--- config.mk ---
export PLATFORM = sky130hd
export DESIGN_NAME = multicycle_control
export DESIGN_NICKNAME = d
export VERILOG_FILES = /design/src/rtl/multicycle_control.sv
export SDC_FILE = /design/constraint.sdc
export NUM_CORES = 1
export LEC_CHECK = 0
export ABC_AREA = 1
export BUFFER_PORTS_ARGS = -buffer_cell sky130_fd_sc_hd__buf_2
export CAP_MARGIN = 5
export CORE_MARGIN = 4
export CORE_UTILIZATION = 44
export CTS_CLUSTER_DIAMETER = 120
export DETAILED_ROUTE_END_ITERATION = 16
export PLACE_DENSITY = 0.8
export SLEW_MARGIN = 10
export SYNTH_ARGS = -nofsm -noshare
export SYNTH_HDL_FRONTEND = slang
export SYNTH_SLANG_ARGS = --single-unit
--- constraint.sdc ---
create_clock -name clk -period 1.1 [get_ports clk]
set_input_delay 0.11 -clock clk [delete_from_list [all_inputs] [get_ports clk]]
set_output_delay 0.11 -clock clk [all_outputs]
set_load 0.02 [all_outputs]
--- src/rtl/multicycle_control.sv ---
// Main control FSM for the multicycle MIPS datapath. It drives every datapath enable and
// mux select and the 3-bit ALUOp class from the state and the opcode captured in DECODE.
module multicycle_control #(
    localparam int unsigned OP_W    = 6,
    localparam int unsigned ALUOP_W = 3,
    localparam int unsigned SEL_W   = 2
) (
    input  logic               clk,
    input  logic               reset,
    input  logic [OP_W-1:0]    Opcode,
    input  logic               MemReady,
    output logic               PCWrite,
    output logic               IorD,
    output logic               MemRead,
    output logic               MemWrite,
    output logic               IRWrite,
    output logic               RegDst,
    output logic               MemtoReg,
    output logic               RegWrite,
    output logic               ALUSrcA,
    output logic [SEL_W-1:0]   ALUSrcB,
    output logic [SEL_W-1:0]   PCSource,
    output logic [ALUOP_W-1:0] ALUOp,
    output logic               InstrDone,
    output logic               IllegalOp
);

    localparam logic [ALUOP_W-1:0] ALUOP_ADD   = 3'b100;
    localparam logic [ALUOP_W-1:0] ALUOP_ORI   = 3'b101;
    localparam logic [ALUOP_W-1:0] ALUOP_LUI   = 3'b011;
    localparam logic [ALUOP_W-1:0] ALUOP_RTYPE = 3'b111;

    localparam logic [OP_W-1:0] OP_RTYPE = 6'b000000;
    localparam logic [OP_W-1:0] OP_ADDI  = 6'b001000;
    localparam logic [OP_W-1:0] OP_ORI   = 6'b001101;
    localparam logic [OP_W-1:0] OP_LUI   = 6'b001111;
    localparam logic [OP_W-1:0] OP_LW    = 6'b100011;
    localparam logic [OP_W-1:0] OP_SW    = 6'b101011;
    localparam logic [OP_W-1:0] OP_J     = 6'b000010;

    localparam logic [SEL_W-1:0] SRCB_REG  = 2'b00;
    localparam logic [SEL_W-1:0] SRCB_FOUR = 2'b01;
    localparam logic [SEL_W-1:0] SRCB_SEXT = 2'b10;
    localparam logic [SEL_W-1:0] SRCB_ZEXT = 2'b11;

    localparam logic [SEL_W-1:0] PCSRC_ALU  = 2'b00;
    localparam logic [SEL_W-1:0] PCSRC_JUMP = 2'b10;

    typedef enum logic [3:0] {
        S_FETCH     = 4'd0,
        S_DECODE    = 4'd1,
        S_MEM_ADDR  = 4'd2,
        S_MEM_READ  = 4'd3,
        S_MEM_WB    = 4'd4,
        S_MEM_WRITE = 4'd5,
        S_R_EXEC    = 4'd6,
        S_R_WB      = 4'd7,
        S_I_EXEC    = 4'd8,
        S_I_WB      = 4'd9,
        S_JUMP      = 4'd10
    } state_e;

    state_e             state_q, state_d;
    logic [OP_W-1:0]    opcode_q, opcode_d;
    logic [SEL_W-1:0]   imm_srcb_c;
    logic [ALUOP_W-1:0] imm_aluop_c;

    always_ff @(posedge clk or negedge reset) begin
        if (!reset) begin
            state_q  <= S_FETCH;
            opcode_q <= '0;
        end else begin
            state_q  <= state_d;
            opcode_q <= opcode_d;
        end
    end

    // Immediate-type operand select and ALU class, shared by I_EXEC and I_WB.
    always_comb begin
        imm_srcb_c  = SRCB_SEXT;
        imm_aluop_c = ALUOP_ADD;
        case (opcode_q)
            OP_ORI: begin
                imm_srcb_c  = SRCB_ZEXT;
                imm_aluop_c = ALUOP_ORI;
            end
            OP_LUI: begin
                imm_srcb_c  = SRCB_ZEXT;
                imm_aluop_c = ALUOP_LUI;
            end
            default: ;
        endcase
    end

    always_comb begin
        state_d   = S_FETCH;
        opcode_d  = opcode_q;
        PCWrite   = 1'b0;
        IorD      = 1'b0;
        MemRead   = 1'b0;
        MemWrite  = 1'b0;
        IRWrite   = 1'b0;
        RegDst    = 1'b0;
        MemtoReg  = 1'b0;
        RegWrite  = 1'b0;
        ALUSrcA   = 1'b0;
        ALUSrcB   = SRCB_REG;
        PCSource  = PCSRC_ALU;
        ALUOp     = ALUOP_ADD;
        InstrDone = 1'b0;
        IllegalOp = 1'b0;

        case (state_q)
            S_FETCH: begin
                MemRead = 1'b1;
                ALUSrcB = SRCB_FOUR;
                // Reset gates the loads so MemReady cannot leak through while held in reset.
                PCWrite = MemReady & reset;
                IRWrite = MemReady & reset;
                state_d = MemReady ? S_DECODE : S_FETCH;
            end
            S_DECODE: begin
                opcode_d = Opcode;
                case (Opcode)
                    OP_LW, OP_SW:             state_d = S_MEM_ADDR;
                    OP_RTYPE:                 state_d = S_R_EXEC;
                    OP_ADDI, OP_ORI, OP_LUI:  state_d = S_I_EXEC;
                    OP_J:                     state_d = S_JUMP;
                    default: begin
                        IllegalOp = 1'b1;
                        InstrDone = 1'b1;
                        state_d   = S_FETCH;
                    end
                endcase
            end
            S_MEM_ADDR: begin
                ALUSrcA = 1'b1;
                ALUSrcB = SRCB_SEXT;
                state_d = (opcode_q == OP_SW) ? S_MEM_WRITE : S_MEM_READ;
            end
            S_MEM_READ: begin
                MemRead = 1'b1;
                IorD    = 1'b1;
                state_d = MemReady ? S_MEM_WB : S_MEM_READ;
            end
            S_MEM_WB: begin
                RegWrite  = 1'b1;
                MemtoReg  = 1'b1;
                InstrDone = 1'b1;
            end
            S_MEM_WRITE: begin
                MemWrite  = 1'b1;
                IorD      = 1'b1;
                InstrDone = MemReady;
                state_d   = MemReady ? S_FETCH : S_MEM_WRITE;
            end
            S_R_EXEC: begin
                ALUSrcA = 1'b1;
                ALUOp   = ALUOP_RTYPE;
                state_d = S_R_WB;
            end
            S_R_WB: begin
                RegWrite  = 1'b1;
                RegDst    = 1'b1;
                InstrDone = 1'b1;
            end
            S_I_EXEC: begin
                ALUSrcA = 1'b1;
                ALUSrcB = imm_srcb_c;
                ALUOp   = imm_aluop_c;
                state_d = S_I_WB;
            end
            S_I_WB: begin
                RegWrite  = 1'b1;
                ALUSrcB   = imm_srcb_c;
                ALUOp     = imm_aluop_c;
                InstrDone = 1'b1;
            end
            S_JUMP: begin
                PCWrite   = 1'b1;
                PCSource  = PCSRC_JUMP;
                InstrDone = 1'b1;
            end
            default: state_d = S_FETCH;
        endcase
    end

endmodule

Yosys cells after proc, flatten, opt, wreduce, memory -nomap -nowiden
Cells that the tools add are included.
Widths: inputs -> output; s select.
{ "op_classes": {"muxes": 23, "n_reduce_logical": 12, "eq_ne": 19, "bitwise_logic": 1} }
{ "op_table": {"columns": ["cell", "count"], "rows": [
  ["$eq 6x4->1 const B", 5],
  ["$pmux 4 s7", 1],
  ["$eq 6x6->1 const B", 3],
  ["$eq 4x3->1 const B", 4],
  ["$pmux 4 s4", 1],
  ["$eq 4x4->1 const B", 3],
  ["$mux 1", 12],
  ["$pmux 3 s2", 2],
  ["$reduce_or 2->1", 5],
  ["$mux 3", 3],
  ["$reduce_or 3->1", 3],
  ["$eq 4x2->1 const B", 2],
  ["$reduce_or 7->1", 1],
  ["$eq 6x2->1 const B", 1],
  ["$logic_not 6->1", 1],
  ["$pmux 2 s3", 1],
  ["$eq 4x1->1 const B", 1],
  ["$logic_not 4->1", 1],
  ["$reduce_or 4->1", 1],
  ["$pmux 1 s3", 1],
  ["$mux 2", 1],
  ["$pmux 1 s2", 1],
  ["$and 1x1->1", 1]
]} }
{ "word_totals": {"ff_bits": 10, "out_inout_bits": 18, "word_cells": 57} }

Longest topological paths before layout
Gate-level depths: netlist (run 1).
{ "depth": {"depth_word": 4, "depth_mapped": 7, "ltp_nobuf": 7} }

Worst setup path before layout (run 1)
OpenSTA, ideal clock, no wires.
{ "synth_path": {"kind": "reg-to-output", "from": "register state_q[0]", "to": "output IRWrite", "slack_ps": -173, "arrival_ps": 1163, "required_ps": 990, "path_stages_with_launch": 6, "path_cell_list": "dfrtp_1 nor2_1 inv_1 nor2_1 nand2_1 nor2_1"} }
{ "synth_between": {"elab_chain_len": 2} }
{ "synth_lines": {"columns": ["element", "line", "text"], "rows": [
  ["start: declaration", "63", "state_e state_q, state_d;"],
  ["start signal: assignment", "73", "state_q <= state_d;"],
  ["$logic_not 4->1", "113", "case (state_q)"],
  ["$mux 1", "113", null],
  ["end: declaration", "16", "output logic IRWrite,"]
]} }
Every way passes these cells.

Worst setup path in the final report (run 1)
{ "layout_path": {"from": "register state_q[1]", "to": "output ALUOp[1]"} }
{ "layout_between": {"elab_chain_len": 3} }
{ "layout_lines": {"columns": ["element", "line", "text"], "rows": [
  ["$eq 4x4->1", "113", null],
  ["$reduce_or 2->1 (no line)", null, null],
  ["$pmux 3 s2 (*)", "113", null],
  ["end: declaration", "23", "output logic [ALUOP_W-1:0] ALUOp,"]
]} }
Mark *: on every way between the ends. The rest lies on a longest branch, timed or not.

==> out/metrics.yaml, run 1 <==
global_routing:
  grt.overflow.total: 0
  grt_antenna_before_repair: 0
  grtUsageTotal: 0.2509
  grt_max_degree: 12
  grt_pass1_wl_um: 4802
  grt_pass1_vias: 1136
clock_tree:
  clk_pin_slew_worst_paths_ns: 0.08
  root_buffer: "clkbuf_4"
  cts_max_level: 1
  numCtsBuffers: 3
  cts_max_path_buffers: 2
  cts_tree: "built"
  worst_skew_pair.late_latency_ns: 0.28
  cts_sinks: 10
pwr:
  power.density_mw_per_mm2: 2837
  intPower_w: 0.002333
  power.total_w: 0.004608
  p_sw_w: 0.002275
  power.share.clock: 0.077
  combPwrFrac: 0.762
  leakage_nw: 0.8854
  p_sw_frac: 0.4936
  seqPwrFrac: 0.160
  peakVddDrop_v: 0.002471
sta:
  fmax_mhz: 588.1
  report.final.hold_viol_count: 0
  setup_viol: 27
  fin_skew_ns: 0.008838
  period_share: 1.546
  setup_slack_ns: -0.6004
  setup_tns_ns: -10.43
  slew_viol_final: 0
  grt_setup_unrepaired: "yes"
  min_period_ns: 1.700
setup_path:
  crit_chain: "inv_2, nand2_4, inv_4, nand2_2, nand2_4, inv_4, o21ai_4, buf_6"
  slowest_stage: "dfrtp_2"
  crit_fanout: 3
  max_stage_delay_ns: 0.47
  endpoint_kind: "output port"
  startpoint: "state_q[1]$_DFF_PN0_"
  crit_arrival_ns: 1.59
  worstSetupPathType: "flip-flop to output port"
  worst_setup_path_start_kind: "flip-flop"
  r2r_start: "state_q[2]$_DFF_PN0_"
  cp.required_ns: 0.99
  worstRegToRegCells: 10
synth:
  synth_nets: 140
  avgSynthCellArea_um2: 6.103
  synth_top_area_frac: 0.3130
  yosys_warnings: 0
  yosys-top-cells-area: "dfrtp_1 (31%), nand2_1 (19%), nor2_1 (9.9%)"
  synth.yosys.seq_area_share: 0.3130
  ys_types: 20
  yosys.area.top_type: "dfrtp_1"
  postSynthCellCount: 131
  netlist_area_um2: 799.5
  synth-seq-cells: 10
die:
  num_rows: 15
  start_util: 0.4630
  die_h_um: 50.63
  die_width_um: 50.63
  die_area_mm2: 0.002563
  design.core.area_mm2: 0.001727
  io_pins: 27
layout:
  seq_area_um2: 254.0
  multiInputGateArea_um2: 668.1
  layout-drive-gt1-share: 0.6597
  n_antenna_cell: 0
  nets: 201
  fill_cells: 63
  area_growth_pct: 103.1
routing:
  dr_total_vias: 1257
  ant_nets: 0
  drt_wl_total_um: 4678
  wire_per_inst_um: 21.66
  drc: 0
  drtIter0Drc: 67
  drt_first_pass_iters: 4
  vias_per_cell: 5.819
status:
  outcome: "finished with violations"
  violations: "setup timing"
run:
  cap_violations: 0
placement:
  place.detailed.hpwl_um: 1889
  routabilityCongestion: 0.9305
  port_buffers: 25
worst_hold_path:
  hold_path_class: "input pin to flip-flop"
  whs_path_depth: 3
  hold_path_startpoint: "Opcode[1]"
power by group through the flow:
stage                     Combinational (W)  Clock (W)  Sequential (W)
after CTS                           0.00231   0.000336        0.000696
after floorplan                     0.00119          0        0.000660
after global routing                0.00366   0.000370        0.000763
after detailed placement            0.00191          0        0.000669
final                               0.00351   0.000357        0.000740
after global placement              0.00187          0        0.000649
kinds of logic after synthesis:
kind of cell / after synthesis / synth area share
buf+inv: 25 / 0.1268
flops: 10 / 0.3130
compound gates: 12 / 0.08450
other cells: 1 / 0.004690
simple gates: 83 / 0.4710
critical path, delay by kind of cell (launching register included):
family | cells | cell delay, ns
AND/OR/NAND/NOR | 3 | 0.31
buffers and inverters | 4 | 0.40
AO/OA/AOI/OAI | 1 | 0.12
flip-flops | 1 | 0.47
layer usage:
layer	part of all wire	global-route usage	vias to the layer above	wire, um
met3	0.080	0.02967	49	375
met2	0.49	0.4804	113	2274
met4	0.096	0.1973	0	450
met1	0.34	0.2354	576	1577
met5	0	0	-	0
li1	-	-	519	-
cells in the mapped netlist:
master / number
dfrtp_1: 10
o21ai_1: 6
inv_1: 18
buf_4: 2
nand2_4: 1
nand4_1: 3
nand3_1: 5
nand3_2: 1
a21oi_1: 1
nor3_1: 1
inv_2: 5
o21ai_0: 3
nand2_1: 41
nand2_2: 5
conb_1: 1
nor2_2: 2
nor2_4: 2
nand3b_1: 1
nor2_1: 21
o21ai_2: 2
layout make-up:
type / count / share of cell area
Clock buffer: 4 / 0.02234
Inverter: 23 / 0.05778
Multi-Input combinational cell: 96 / 0.4114
Sequential cell: 10 / 0.1564
Tap cell: 25 / 0.01926
Timing Repair Buffer: 58 / 0.3328
through the flow:
step / std cells / hold slack (ns) / util / area, um^2 / worst slack [ns]
4_1_cts: 206 / 0.1093 / 0.7848 / 1355 / -0.4403
6_report: 216 / 0.1328 / 0.9406 / 1624 / -0.6004
2_1_floorplan: 131 / -0.1856 / - / 855.8 / -0.06607
3_3_place_gp: 198 / 0.04433 / 0.6601 / 1140 / -0.1775
3_5_place_dp: 198 / 0.04805 / 0.6601 / 1140 / -0.2265
5_1_grt: 216 / 0.1530 / 0.9406 / 1624 / -0.6398
sequential cells by signal, indices dropped and copies added, names as in the netlist:
name / count
opcode_q: 6
state_q: 4
cell usage in the layout, fill, tap and decap left out, drive strengths merged, types with 3 or more instances in the layout:
cell type,synthesis,layout
buf,2,56
nor2,25,25
nand4,3,3
nand3,6,6
inv,23,23
nand2,47,47
clkbuf,0,5
o21ai,11,11
dfrtp,10,10
timing repair:
item	in CTS	in global routing
gates resized for setup	46	54
pin swaps	6	16
buffers inserted	3	11
hold buffers	1	0
endpoints found under the setup margin	27	27
hold endpoints to repair	10	0
gates cloned	0	1
path summary, 6_finish.rpt:
check	to	slack [ns]
worst max-delay path	ALUOp[1]	-0.60
worst min-delay path	opcode_q[1]$_DFFE_PN0P_	0.13
worst max register to register	state_q[1]$_DFF_PN0_	-0.42
worst min register to register	opcode_q[0]$_DFFE_PN0P_	0.62
max in group asynchronous	state_q[2]$_DFF_PN0_	0.65
min in group asynchronous	state_q[0]$_DFF_PN0_	0.29
No activity file was read; power rests on OpenSTA's default activity.
==> run 2, diff against run 1 <==
==> constraint.sdc (replaced) <==
create_clock -name clk -period 1.4 [get_ports clk]
set_input_delay 0.14 -clock clk [delete_from_list [all_inputs] [get_ports clk]]
set_output_delay 0.14 -clock clk [all_outputs]
set_load 0.02 [all_outputs]
==> out/metrics.yaml, run 2 (synthesis gave the netlist of run 1 again) <==
status:
  outcome: "finished with violations"
  violations: "setup timing"
worst_hold_path:
  hold_path_class: "input pin to flip-flop"
sta:
  grt_setup_unrepaired: "yes"
  whs_ns: 0.1361
  min_period_ns: 1.618
  max_slew_margin: 0.6689
  period_share: 1.156
  setup_viol: 16
  report.final.hold_viol_count: 0
  fmax_mhz: 618.0
  setup_slack_ns: -0.2181
  fin_skew_ns: 0.006005
  slew_viol_final: 0
  worst_pin_slew_ns: 0.4951
layout:
  reg_top3: "opcode_q (6), state_q (4)"
  layout-drive-gt1-share: 0.5233
  area_growth_pct: 62.91
  stdcell_count: 197
  n_antenna_cell: 0
  final_cell_mix: "nand2_1 (31), buf_6 (16), nor2_1 (14), buf_4 (13), inv_1 (12)"
  fill_cells: 130
  largest_reg_flops: 6
  design_area_mm2: 0.001303
  top_register: "opcode_q"
  final_common_cell: "nand2_1"
  nets: 183
routing:
  drt_wl_total_um: 2777
  vias_per_cell: 5.010
  ant_nets: 0
  wire_per_inst_um: 14.10
  drtIter0Drc: 43
  drt_first_pass_iters: 4
  dr_total_vias: 987
  drc: 0
global_routing:
  grtUsageTotal: 0.2217
  grt_pass1_wl_um: 4146
  grt_antenna_before_repair: 0
  grt_pass1_vias: 949
  grt.overflow.total: 0
  grt_max_degree: 12
die:
  io_pins: 27
  die_width_um: 50.63
  die_h_um: 50.63
  die_area_mm2: 0.002563
  design.core.area_mm2: 0.001727
  start_util: 0.4630
  num_rows: 15
setup_path:
  crit_fanout: 4
  worstRegToRegCells: 9
  worst_setup_path_start_kind: "flip-flop"
  startpoint: "state_q[3]$_DFF_PN0_"
  r2r_slack_ns: 0.07
  worstSetupPathType: "flip-flop to output port"
  r2r-end: "state_q[2]$_DFF_PN0_"
  r2r_start: "state_q[1]$_DFF_PN0_"
  cp.required_ns: 1.26
  crit_arrival_ns: 1.48
  endpoint: "IRWrite"
  endpoint_kind: "output port"
clock_tree:
  root_buffer: "clkbuf_4"
  worst_skew_pair.late_latency_ns: 0.27
  cts_tree: "built"
  clk_pin_slew_worst_paths_ns: 0.07
  cts_max_level: 1
  cts_max_path_buffers: 2
  numCtsBuffers: 3
  cts_sinks: 10
placement:
  place.detailed.hpwl_um: 1698
  routabilityCongestion: 0.8677
  place_inst: 180
  dpl_worst_slack_ns: 0.01484
  place_area_um2: 948.4
  port_buffers: 25
pwr:
  power.total_w: 0.002670
  leakage_nw: 0.7340
  power.density_mw_per_mm2: 2050
  peakVddDrop_v: 0.001161
run:
  cap_violations: 0
==> run 2: cell types whose count changed in the layout (fill, tap and decap cells not counted), moves of 4 or more <==
cell,previous run,this run
buf_4,21,13
buf_6,26,16
nand2_1,21,31
nand2_2,17,9
o21ai_1,1,6
o21ai_2,7,3
==> run 2: area by class of cell <==
cell class | instances | area (um^2) | share of cell area
clock buffers | 3 | 22.52 | 0.01729
inverters | 23 | 93.84 | 0.07205
multi-input cells | 96 | 561.8 | 0.4313
flip-flops and latches | 10 | 255.2 | 0.1960
well taps | 25 | 31.28 | 0.02402
repair buffers | 40 | 337.8 | 0.2594
==> run 2: critical path: stages, from the launching register on <==
cell and delay (ns):
dfrtp_2 0.45, nor2_4 0.21, inv_2 0.07, nor2_4 0.10, nand2_2 0.10, nor2_2 0.13
buf_6 0.14
==> run 2: metrics by stage <==
| stage | util | setup TNS, ns |
|---|---|---|
| floorplan | - | 0 |
| global placement | 0.5493 | 0 |
| detailed placement | 0.5493 | 0 |
| CTS | 0.7080 | -1.292 |
| global route | 0.7543 | -2.760 |
| finish | 0.7543 | -1.838 |
==> run 2: power breakdown <==
part / total [W] / internal [W] / switching [W]
clock network: 0.000201 / 0.0000995 / 0.000101
registers: 0.000586 / 0.000424 / 0.000162
logic: 0.00188 / 0.000826 / 0.00106
==> run 2: what timing repair did <==
item	in CTS	in global routing
hold buffers	1	0
pin swaps	16	7
setup buffers	11	2
endpoints found under the setup margin	15	16
resized for setup	58	18
hold endpoints to repair	10	0
==> run 2: worst min-delay path by stage <==
| stage | from | endpoint | slack [ns] | cells after the start |
|---|---|---|---|---|
| 3_3_place_gp | reset | state_q[0]$_DFF_PN0_ | 0.01 | 1 |
| 6_report | Opcode[1] | opcode_q[1]$_DFFE_PN0P_ | 0.14 | 3 |
| 3_5_place_dp | reset | state_q[0]$_DFF_PN0_ | 0.02 | 1 |
| 5_1_grt | Opcode[1] | opcode_q[1]$_DFFE_PN0P_ | 0.15 | 3 |
| 4_1_cts | Opcode[1] | opcode_q[1]$_DFFE_PN0P_ | 0.14 | 3 |
| 2_1_floorplan | reset | opcode_q[0]$_DFFE_PN0P_ | -0.16 | 0 |
==> run 2: metal layers <==
metal  vias up  part of all wire  wire, um  track usage
met3        10             0.055       153      0.01187
li1        479                 -         -            -
met2        43              0.53      1470       0.4130
met5         -                 0         0            0
met4         0             0.046       127       0.1480
met1       455              0.37      1026       0.2371
==> run 3, diff against run 2 <==
--- a/config.mk
+++ b/config.mk
@@ -6,13 +6,13 @@
 export NUM_CORES = 1
 export LEC_CHECK = 0
 export ABC_AREA = 1
-export BUFFER_PORTS_ARGS = -buffer_cell sky130_fd_sc_hd__buf_2
 export CAP_MARGIN = 5
 export CORE_MARGIN = 4
-export CORE_UTILIZATION = 44
+export CORE_UTILIZATION = 50
 export CTS_CLUSTER_DIAMETER = 120
 export DETAILED_ROUTE_END_ITERATION = 16
-export PLACE_DENSITY = 0.8
+export DONT_BUFFER_PORTS = 1
+export PLACE_DENSITY = 0.74
 export SLEW_MARGIN = 10
 export SYNTH_ARGS = -nofsm -noshare
 export SYNTH_HDL_FRONTEND = slang
==> out/metrics.yaml, run 3 (synthesis gave the netlist of run 1 again) <==
status:
  outcome: "finished with violations"
  violations: "setup timing"
layout:
  final_cell_mix: "nand2_1 (31), nor2_1 (15), inv_1 (11), inv_2 (9), nand2_4 (9)"
  top_register: "opcode_q"
  nets: 157
  area_growth_pct: 41.16
  finalCoreUtilization: 0.7492
  design_area_mm2: 0.001129
  reg_top3: "opcode_q (6), state_q (4)"
  n_antenna_cell: 0
  layout-drive-gt1-share: 0.4218
  largest_reg_flops: 6
  final_common_cell: "nand2_1"
die:
  io_pins: 27
  design.core.area_mm2: 0.001506
  die_area_mm2: 0.002303
  die_width_um: 47.99
  start_util: 0.5307
  die_h_um: 47.99
  num_rows: 14
sta:
  fmax_mhz: 619.2
  period_share: 1.154
  min_period_ns: 1.615
  setup_slack_ns: -0.2149
  slew_viol_final: 0
  grt_setup_unrepaired: "yes"
  setup_viol: 15
  setup_tns_ns: -1.709
  report.final.hold_viol_count: 0
  fin_skew_ns: 0.003892
routing:
  ant_nets: 0
  drtIter0Drc: 17
  drc: 0
  drt_first_pass_iters: 4
  wire_per_inst_um: 13.94
  vias_per_cell: 5.331
  dr_total_vias: 869
  drt_wl_total_um: 2272
setup_path:
  worstSetupPathType: "flip-flop to output port"
  cp.required_ns: 1.26
  max_stage_delay_ns: 0.47
  crit_fanout: 4
  worstRegToRegCells: 5
  slowest_stage: "dfrtp_2"
  worst_setup_path_start_kind: "flip-flop"
  r2r-end: "state_q[0]$_DFF_PN0_"
  crit_arrival_ns: 1.47
  r2r_start: "state_q[1]$_DFF_PN0_"
  crit_chain: "nor2_2, nand2_1, nand2_1, nor2_2, nand2_2"
  r2r_slack_ns: 0.04
  endpoint_kind: "output port"
clock_tree:
  cts_max_path_buffers: 2
  clk_pin_slew_worst_paths_ns: 0.07
  cts_max_level: 1
  numCtsBuffers: 3
  root_buffer: "clkbuf_4"
  worst_skew_pair.late_latency_ns: 0.28
  cts_sinks: 10
  cts_tree: "built"
run:
  cap_violations: 0
worst_hold_path:
  holdPathEnd: "opcode_q[3]$_DFFE_PN0P_"
  hold_path_class: "input pin to flip-flop"
  hold_path_startpoint: "Opcode[3]"
  whs_path_depth: 2
global_routing:
  grt_pass1_vias: 770
  grtUsageTotal: 0.2014
  grt_pass1_wl_um: 3174
  grt_max_degree: 12
  grt.overflow.total: 0
  grt_antenna_before_repair: 0
pwr:
  power.density_mw_per_mm2: 2118
  leakage_nw: 0.6152
  peakVddDrop_v: 0.001127
placement:
  place_area_um2: 842.1
  port_buffers: 0
  place.detailed.hpwl_um: 1527
  routabilityCongestion: 0.8098
## run 3: changes by cell type in the layout (fill, tap and decap cells not counted), moves of 2 or more
cell,before,now
nand2_2,9,7
o21ai_2,3,1
dlygate4sd3_1,1,3
buf_4,13,8
buf_6,16,2
nand2_4,7,9
buf_2,10,0
o21ai_4,0,2
## run 3: how the worst max path moves through the flow
stage                      endpoint            startpoint  slack, ns
after global routing      InstrDone  state_q[0]$_DFF_PN0_      -0.23
after global placement      PCWrite  state_q[0]$_DFF_PN0_       0.09
after detailed placement    PCWrite  state_q[0]$_DFF_PN0_       0.03
after floorplan             IRWrite  state_q[0]$_DFF_PN0_        0.1
after CTS                   IRWrite  state_q[0]$_DFF_PN0_      -0.12
final                     InstrDone  state_q[0]$_DFF_PN0_      -0.21
## run 3: layer usage
| metal | track usage | part of all wire | up-vias | routed length [um] |
|---|---|---|---|---|
| met3 | 0.03383 | 0.050 | 7 | 113 |
| met1 | 0.2500 | 0.42 | 402 | 953 |
| li1 | - | - | 429 | - |
| met2 | 0.3245 | 0.51 | 31 | 1151 |
| met5 | 0 | 0 | - | 0 |
| met4 | 0.1183 | 0.024 | 0 | 54 |
## run 3: what timing repair did
| action | 4_1_cts | 5_1_grt |
|---|---|---|
| hold buffers | 2 | 1 |
| gates resized for setup | 24 | 26 |
| endpoints found under the setup margin | 13 | 15 |
| endpoints found under the hold margin | 11 | 1 |
| pin swaps | 9 | 11 |
| buffers inserted | 4 | 2 |
## run 3: layout make-up
class | count | area [um^2]
timing repair buffer | 14 | 132.6
tap | 16 | 20.02
sequential | 10 | 254.0
inverter | 23 | 93.84
clock buffer | 4 | 36.28
fill | 108 | 377.9
multi-input combinational | 96 | 591.8
## run 3: metrics by stage
step	setup slack, ns	total power, W	hold slack, ns	cells
5_1_grt	-0.2269	0.002540	0.03617	163
2_1_floorplan	0.09708	0.001351	-0.1556	131
3_5_place_dp	0.03332	0.001538	-0.1554	150
3_3_place_gp	0.09390	0.001512	-0.1553	150
4_1_cts	-0.1217	0.002089	0.002132	160
6_report	-0.2149	0.002391	0.01512	163
## run 3: worst max-delay path: cells and delay by family, from the launching register on
family | cells | cell delay, ns
flip-flops | 1 | 0.47
AND/OR/NAND/NOR | 5 | 0.72
## run 3: where the power goes
group	internal, W	leakage (nW)	total (W)	switching [W]
registers	0.000423	0.123	0.000589	0.000166
clock network	0.000158	0.0210	0.000274	0.000115
logic	0.000559	0.471	0.00153	0.000969
